**config.mk**
```make
export PLATFORM = sky130hd
export DESIGN_NAME = rv_sdram_bridge
export DESIGN_NICKNAME = d
export VERILOG_FILES = /design/src/rtl/rv_bridge_pkg.sv /design/src/rtl/clkref_slot_tick.sv /design/src/rtl/rv_sdram_bridge.sv
export SDC_FILE = /design/constraint.sdc
export NUM_CORES = 1
export LEC_CHECK = 0
export ABC_AREA = 0
export BUFFER_PORTS_ARGS = -buffer_cell sky130_fd_sc_hd__buf_4
export CORE_ASPECT_RATIO = 0.5
export CORE_MARGIN = 1.5
export CORE_UTILIZATION = 55
export CTS_CLUSTER_SIZE = 28
export DETAILED_ROUTE_END_ITERATION = 6
export PLACE_DENSITY = 0.87
export SETUP_SLACK_MARGIN = 0.15
export SLEW_MARGIN = 20
export SYNTH_ARGS = -nofsm -noshare
export SYNTH_HDL_FRONTEND = slang
export SYNTH_HIERARCHICAL = 1
export SYNTH_SLANG_ARGS = --single-unit
```
**constraint.sdc**
```tcl
create_clock -name clk -period 8.3 [get_ports clk]
set_input_delay 0.415 -clock clk [delete_from_list [all_inputs] [get_ports clk]]
set_output_delay 0.415 -clock clk [all_outputs]
set_load 0.05 [all_outputs]
```
**src/rtl/rv_bridge_pkg.sv**
```systemverilog
// Shared types and constants for the RISC-V to SDRAM RV-channel bridge.
package rv_bridge_pkg;

  typedef enum logic [2:0] {
    IDLE,
    ARM,
    LO,
    HI,
    ACK
  } state_e;

  localparam logic       HALF_LO   = 1'b0;
  localparam logic       HALF_HI   = 1'b1;
  localparam logic [1:0] RD_DS_ALL = 2'b11;

endpackage

```
**src/rtl/clkref_slot_tick.sv**
```systemverilog
// Two-flop clkref pipeline; bnd_o pulses one clk after the controller sees a rising clkref.
module clkref_slot_tick (
  input  logic clk_i,
  input  logic rst_i,
  input  logic clkref_i,
  output logic bnd_o
);

  logic clkref_r_q;
  logic clkref_rr_q;

  always_ff @(posedge clk_i or posedge rst_i) begin
    if (rst_i) begin
      clkref_r_q  <= 1'b0;
      clkref_rr_q <= 1'b0;
    end else begin
      clkref_r_q  <= clkref_i;
      clkref_rr_q <= clkref_r_q;
    end
  end

  assign bnd_o = clkref_r_q & ~clkref_rr_q;

endmodule

```
**src/rtl/rv_sdram_bridge.sv**
```systemverilog
// Splits 32-bit core accesses into slot-aligned 16-bit RV-channel accesses.
// Define RV_RDBUF_EN to add a one-entry read buffer that serves repeated reads without SDRAM access.
module rv_sdram_bridge
  import rv_bridge_pkg::*;
#(
  parameter int STALL_W = 16,
  parameter int ADDR_W  = 21
) (
  input  logic               clk,
  input  logic               reset,
  input  logic               clkref,
  input  logic               mem_valid,
  output logic               mem_ready,
  input  logic [ADDR_W-1:0]  mem_addr,
  input  logic [31:0]        mem_wdata,
  input  logic [3:0]         mem_wstrb,
  output logic [31:0]        mem_rdata,
  output logic [ADDR_W:0]    rv_addr,
  output logic [15:0]        rv_din,
  output logic [1:0]         rv_ds,
  output logic               rv_rd,
  output logic               rv_wr,
  input  logic               rv_wait,
  input  logic [15:0]        rv_dout,
  output logic [STALL_W-1:0] stall_slots
);

  logic bnd;

  clkref_slot_tick u_tick (
    .clk_i    (clk),
    .rst_i    (reset),
    .clkref_i (clkref),
    .bnd_o    (bnd)
  );

  state_e             state_q, state_d;
  logic [ADDR_W-1:0]  addr_q, addr_d;
  logic [31:0]        wdata_q, wdata_d;
  logic [3:0]         wstrb_q, wstrb_d;
  logic               abort_q, abort_d;
  logic [31:0]        rdata_q, rdata_d;
  logic [ADDR_W:0]    rv_addr_q, rv_addr_d;
  logic [15:0]        rv_din_q, rv_din_d;
  logic [1:0]         rv_ds_q, rv_ds_d;
  logic               rv_rd_q, rv_rd_d;
  logic               rv_wr_q, rv_wr_d;
  logic [STALL_W-1:0] stall_q, stall_d;
`ifdef RV_RDBUF_EN
  logic               buf_vld_q, buf_vld_d;
  logic [ADDR_W-1:0]  buf_addr_q, buf_addr_d;
  logic [31:0]        buf_data_q, buf_data_d;
`endif

  logic       is_rd;
  logic       need_lo;
  logic       need_hi;
  logic [1:0] ds_lo;
  logic [1:0] ds_hi;

  assign is_rd   = (wstrb_q == 4'b0000);
  assign need_lo = is_rd | (|wstrb_q[1:0]);
  assign need_hi = is_rd | (|wstrb_q[3:2]);
  assign ds_lo   = is_rd ? RD_DS_ALL : wstrb_q[1:0];
  assign ds_hi   = is_rd ? RD_DS_ALL : wstrb_q[3:2];

  always_comb begin
    state_d   = state_q;
    addr_d    = addr_q;
    wdata_d   = wdata_q;
    wstrb_d   = wstrb_q;
    abort_d   = abort_q;
    rdata_d   = rdata_q;
    rv_addr_d = rv_addr_q;
    rv_din_d  = rv_din_q;
    rv_ds_d   = rv_ds_q;
    rv_rd_d   = rv_rd_q;
    rv_wr_d   = rv_wr_q;
    stall_d   = stall_q;
`ifdef RV_RDBUF_EN
    buf_vld_d  = buf_vld_q;
    buf_addr_d = buf_addr_q;
    buf_data_d = buf_data_q;
`endif

    // A core that drops mem_valid mid-access still gets the access finished, but no ready.
    if ((state_q == ARM || state_q == LO || state_q == HI) && !mem_valid) begin
      abort_d = 1'b1;
    end

    case (state_q)
      IDLE: begin
        if (mem_valid) begin
          addr_d  = mem_addr;
          wdata_d = mem_wdata;
          wstrb_d = mem_wstrb;
          abort_d = 1'b0;
          state_d = ARM;
`ifdef RV_RDBUF_EN
          if (mem_wstrb == 4'b0000 && buf_vld_q && buf_addr_q == mem_addr) begin
            rdata_d = buf_data_q;
            state_d = ACK;
          end
          if (mem_wstrb != 4'b0000 && buf_addr_q == mem_addr) begin
            buf_vld_d = 1'b0;
          end
`endif
        end
      end
      ARM: begin
        if (bnd) begin
          rv_rd_d = is_rd;
          rv_wr_d = ~is_rd;
          if (need_lo) begin
            rv_addr_d = {addr_q, HALF_LO};
            rv_ds_d   = ds_lo;
            if (!is_rd) rv_din_d = wdata_q[15:0];
            state_d = LO;
          end else begin
            rv_addr_d = {addr_q, HALF_HI};
            rv_ds_d   = ds_hi;
            if (!is_rd) rv_din_d = wdata_q[31:16];
            state_d = HI;
          end
        end
      end
      LO: begin
        if (bnd) begin
          if (rv_wait) begin
            if (stall_q != {STALL_W{1'b1}}) stall_d = stall_q + STALL_W'(1);
          end else begin
            if (is_rd) rdata_d[15:0] = rv_dout;
            if (need_hi) begin
              rv_addr_d = {addr_q, HALF_HI};
              rv_ds_d   = ds_hi;
              if (!is_rd) rv_din_d = wdata_q[31:16];
              state_d = HI;
            end else begin
              rv_rd_d = 1'b0;
              rv_wr_d = 1'b0;
              state_d = ACK;
            end
          end
        end
      end
      HI: begin
        if (bnd) begin
          if (rv_wait) begin
            if (stall_q != {STALL_W{1'b1}}) stall_d = stall_q + STALL_W'(1);
          end else begin
            if (is_rd) begin
              rdata_d[31:16] = rv_dout;
`ifdef RV_RDBUF_EN
              buf_vld_d  = 1'b1;
              buf_addr_d = addr_q;
              buf_data_d = {rv_dout, rdata_q[15:0]};
`endif
            end
            rv_rd_d = 1'b0;
            rv_wr_d = 1'b0;
            state_d = ACK;
          end
        end
      end
      ACK: begin
        state_d = IDLE;
      end
      default: begin
        state_d = IDLE;
      end
    endcase
  end

  always_ff @(posedge clk or posedge reset) begin
    if (reset) begin
      state_q   <= IDLE;
      addr_q    <= '0;
      wdata_q   <= '0;
      wstrb_q   <= '0;
      abort_q   <= 1'b0;
      rdata_q   <= '0;
      rv_addr_q <= '0;
      rv_din_q  <= '0;
      rv_ds_q   <= '0;
      rv_rd_q   <= 1'b0;
      rv_wr_q   <= 1'b0;
      stall_q   <= '0;
    end else begin
      state_q   <= state_d;
      addr_q    <= addr_d;
      wdata_q   <= wdata_d;
      wstrb_q   <= wstrb_d;
      abort_q   <= abort_d;
      rdata_q   <= rdata_d;
      rv_addr_q <= rv_addr_d;
      rv_din_q  <= rv_din_d;
      rv_ds_q   <= rv_ds_d;
      rv_rd_q   <= rv_rd_d;
      rv_wr_q   <= rv_wr_d;
      stall_q   <= stall_d;
    end
  end

`ifdef RV_RDBUF_EN
  always_ff @(posedge clk or posedge reset) begin
    if (reset) begin
      buf_vld_q  <= 1'b0;
      buf_addr_q <= '0;
      buf_data_q <= '0;
    end else begin
      buf_vld_q  <= buf_vld_d;
      buf_addr_q <= buf_addr_d;
      buf_data_q <= buf_data_d;
    end
  end
`endif

  assign mem_ready   = (state_q == ACK) && !abort_q;
  assign mem_rdata   = rdata_q;
  assign rv_addr     = rv_addr_q;
  assign rv_din      = rv_din_q;
  assign rv_ds       = rv_ds_q;
  assign rv_rd       = rv_rd_q;
  assign rv_wr       = rv_wr_q;
  assign stall_slots = stall_q;

endmodule
```
Word level (Yosys, flattened, before mapping)
Index checks and enable logic that the tools add are counted.
W data, S select, Z words.
Operators by class
  $add $sub $neg: 1
  equality and inequality tests: 14
  multiplexer cells: 43
  bitwise operators: 6
  reduce and logical (&&, ||, !) cells: 21
Operators with widths (number)
  $mux W16: 7
  $mux W22: 4
  $pmux W22 S2: 1
  $pmux W16 S2: 1
  $mux W3: 7
  $add A16 B1 Y16 const B: 1
  $ne A16 B16 Y1 const B: 1
  $ne A2 B2 Y1 const B: 8
  $mux W2: 7
  $mux W1: 12
  $pmux W3 S4: 1
  $reduce_and A4 Y1: 3
  $reduce_and A6 Y1: 2
  $reduce_and A7 Y1: 1
  $eq A3 B2 Y1 const B: 2
  $pmux W1 S3: 2
  $reduce_or A2 Y1: 3
  $reduce_and A5 Y1: 1
  $logic_not A4 Y1: 1
  $pmux W2 S2: 1
  $eq A3 B1 Y1 const B: 1
  $eq A3 B3 Y1 const B: 1
  $logic_not A3 Y1: 1
  $ne A3 B3 Y1 const B: 1
  9 further kinds: 15
Storage, ports and cells
  flip-flop bits (word level): 153
  input port bits: 78
  output and inout bits: 91

Depth between registers and ports, before layout
  depth after elaboration: 7
  mapped depth: 7
  mapped depth without buffers: 5

Hierarchy
Netlist, hierarchy kept.
By module, submodules not included
  rv_sdram_bridge: times used 1, cells each 439, area an instance 6301.0 µm²
  clkref_slot_tick: times used 1, cells each 4, area an instance 67.6 µm²

Worst setup path before layout
Ideal clock, no wire load.
  path kind: register to output
  from: reg state_q[0]
  to: out mem_ready
  arrival: 2.260 ns
  path slack: 5.625 ns
  stages on the path, launching flop included: 3
  path buffers: 1
  cell sequence: dfrtp_1 > clkbuf_1 > nor4b_1
On the way
  longest elaborated chain between the ends: 2
Ends and longest elaborated chain
  start, declared: RTL line rv_sdram_bridge.sv:37  | state_e state_q, state_d;
  start signal, assigned: RTL line rv_sdram_bridge.sv:189  | state_q <= state_d;
  $eq A3 B3 Y1: RTL line rv_sdram_bridge.sv:218  | assign mem_ready = (state_q == ACK) && !abort_q;
  $logic_and A1 B1 Y1: RTL line rv_sdram_bridge.sv:218
  end, declared: RTL line rv_sdram_bridge.sv:13  | output logic mem_ready,
No other way between the ends.

Worst setup path after layout
  from: reg wstrb_q[3]
  to: reg rdata_q[2] (netlist: mem_rdata[2])
On the way
  longest elaborated chain between the ends: 2
Ends and longest elaborated chain
  start, declared: RTL line rv_sdram_bridge.sv:40  | logic [3:0] wstrb_q, wstrb_d;
  start signal, assigned: RTL line rv_sdram_bridge.sv:192  | wstrb_q <= wstrb_d;
  $logic_not A4 Y1: RTL line rv_sdram_bridge.sv:61  | assign is_rd = (wstrb_q == 4'b0000);
  $reduce_and A4 Y1 (no line)
  end signal, assigned: RTL line rv_sdram_bridge.sv:194  | rdata_q <= rdata_d;
  end, declared: RTL line rv_sdram_bridge.sv:42  | logic [31:0] rdata_q, rdata_d;
No other way between the ends.
A chain may end at the register's enable or synchronous reset.

==> metrics.txt <==
# Post-CTS Setup Buffers 0; total grt overflow 0; VDD IR max 0.216 mV; min Tclk post-route 2.85 ns; slew margin rel. 0.348; largest net degree at the start of global routing 80; clk_lat worst skew 0.41 ns; Internal Power 2.22 mW; initial core utilization 0.571; Most used DFF post-synth dfrtp_1; Worst Path Arrival 3.14 ns; fin util 0.754; Comb power frac 0.429; All-Layer GR Usage 0.243; DR vias 4223; antenna violations before repair 0; H-tree levels 4; Seq/Total Area, Yosys 0.601; final setup violating endpoints 0; clock sinks 153; EDFF count, synth 0; Clk pin slew, worst setup/hold paths 0.06 ns; Syn Std Cell Area 6370 sq um; share of layout cells above drive strength 1 0.527; post-synth top area share 0.601; DRC Markers 0; global-route wire length before repair 22900 microns; GP Congestion 0.806; Hold Path End u_tick/clkref_r_q; status complete, no violations; RSZ-0062 raised after global routing no; crit-path max FO 20; RR Endpoint mem_rdata[2]; die width 155 microns; Required @ worst endpoint 8.59 ns; drt wl/cell 18.0 microns; final period utilization 0.343; Resized cells post-CTS 0; Worst R2R Start wstrb_q[3]; most common cell in the netlist dfrtp_1; CP startpoint kind register; fin nets 695; n_diodes 0; largest cells by area after synthesis dfrtp_1 60%, mux2_2 19%, mux2i_1 2.7%; die area 12300 sq um; worst slew pin tran 0.978 ns; total CTS buffers 17; Area Growth Syn to Fin 32.0%; Syn Nets 522; chip height 79.1 microns; synthesized area per cell 14.4 sq um; Sequential Power Share 0.345; power per cell area 436 nW/um^2; Min-Delay Path Class primary input to register; synth cell count leaders 153 x dfrtp_1, 109 x mux2_2, 20 x nand2b_1, 17 x mux2i_1, 16 x a2bb2oi_1; CTS tree yes; fmax 0.351 GHz; Crit Path Category register to register; leakage 3.99 nW; initial DRC count 226; Final ANT Viol Nets 0; NetSw 1.44 mW; Vias/cell 5.46; #FFs+latches synth 153; Sw Share 0.393; Synth async-reset ratio 1.00; Hold Path Depth 1; Slew Limit Fails 0; DP HPWL 9160 microns; Mapped Cells 443; Clock Power Share 0.227; DRT Wirelength 13900 microns; number of global-route vias before repair 4474; num rows 27; core area 11100 sq um; input/output buffers 168; io pins 169; CP Capture Type register; max_cap viols 0; Clock Skew 0.00770 ns; hold path start clkref; largest area contributor in the netlist dfrtp_1; R2R depth 3; reg2reg setup slack 5.45 ns; maximum clock path buffer count 2; TNS Setup 0 ns; drt pass-1 iters 5; CTS root buf clkbuf_16; final count of hold timing violations 0; Worst setup startpoint wstrb_q[3]; PnR Total Power 3.66 mW; Netlist cell types 41; synth warn 6
cells in the final DEF, fill, tap and decap left out, types with 2 or more instances in the layout:
master and n:
a211oi_1 2, a21oi_1 4, a21oi_2 2, a221o_1 2
a2bb2oi_1 16, buf_4 173, bufinv_16 5, clkbuf_1 2
clkbuf_16 17, clkinv_2 3, clkinv_4 2, dfrtp_1 153
inv_1 4, inv_6 2, mux2_2 109, mux2_4 10
mux2i_1 17, nand2_1 11, nand2b_1 20, nand3_1 5
nand3b_1 2, nand4_1 9, nand4b_1 2, nor2_1 11
nor2b_1 2, nor3_1 3, nor3b_1 3, o21ai_0 2
or2_2 2, or4_1 2, xnor2_1 10, xor2_1 3
metal layers:
layer | wire length [microns] | track usage | vias to the layer above | share of wire
met5 | 0 | 0 | - | 0
met4 | 284 | 0.101 | 0 | 0.020
met3 | 590 | 0.0551 | 30 | 0.042
met2 | 7090 | 0.415 | 125 | 0.51
met1 | 5920 | 0.304 | 2126 | 0.43
li1 | - | - | 1942 | -
stage by stage:
| step | area [sq um] | worst slack [ns] | cells | hold WS (ns) |
|---|---|---|---|---|
| 3_3_place_gp | 7760 | 5.54 | 741 | 0.308 |
| 6_report | 8410 | 5.45 | 773 | 0.113 |
| 5_1_grt | 8410 | 5.36 | 773 | 0.0917 |
| 2_1_floorplan | 6370 | 3.82 | 443 | 0.156 |
| 3_5_place_dp | 7760 | 5.48 | 741 | 0.316 |
| 4_1_cts | 8400 | 5.48 | 773 | 0.102 |
registers in the layout (all words and copies together) (netlist names):
name	count
abort_q	1
addr_q	21
mem_rdata	32
rv_addr	22
rv_din	16
rv_ds	2
rv_rd	1
rv_wr	1
stall_slots	16
state_q	3
u_tick/clkref_r_q	1
u_tick/clkref_rr_q	1
wdata_q	32
wstrb_q	4
timing repair:
item | CTS | global route
hold buffers | 1 | 0
endpoints found under the hold margin | 2 | 0
setup endpoints to repair | 0 | 0
power groups by stage:
stage | registers (mW) | clock network, mW | logic (mW)
final | 1.26 | 0.831 | 1.57
after global routing | 1.30 | 0.876 | 1.65
after CTS | 1.26 | 0.843 | 1.58
after detailed placement | 1.27 | 0 | 1.56
after global placement | 1.25 | 0 | 1.52
after floorplan | 1.75 | 0 | 0.621
worst max-delay path by stage:
stage | slack (ns) | end | depth (start not counted)
after floorplan | 3.82 | abort_q | 1
after CTS | 5.48 | mem_rdata[5] | 3
after detailed placement | 5.48 | mem_rdata[0] | 3
final | 5.45 | mem_rdata[2] | 3
after global placement | 5.54 | mem_rdata[3] | 3
after global routing | 5.36 | mem_rdata[2] | 3
cell type report:
class	count	area, sq um
Fill cell	717	2740
Tap cell	145	181
Sequential cell	153	3830
Clock inverter	12	199
Multi-Input combinational cell	265	2430
Timing Repair Buffer	174	1310
Inverter	5	23.8
Clock buffer	19	433
cells by family after synthesis:
logic type               synth area share
XOR/XNOR                           0.0179
buffers and inverters              0.0206
flip-flops                          0.601
multiplexers                        0.243
adder cells (fa/ha/maj)           0.00196
AO/OA/AOI/OAI                      0.0391
AND/OR/NAND/NOR                    0.0762
worst max-delay path, cell delays in order (launching register included):
cell and delay [ns]:
dfrtp_1 0.44, or4_1 0.95, or3_1 0.89, mux2_4 0.44
(Power assumes the default switching activity.)
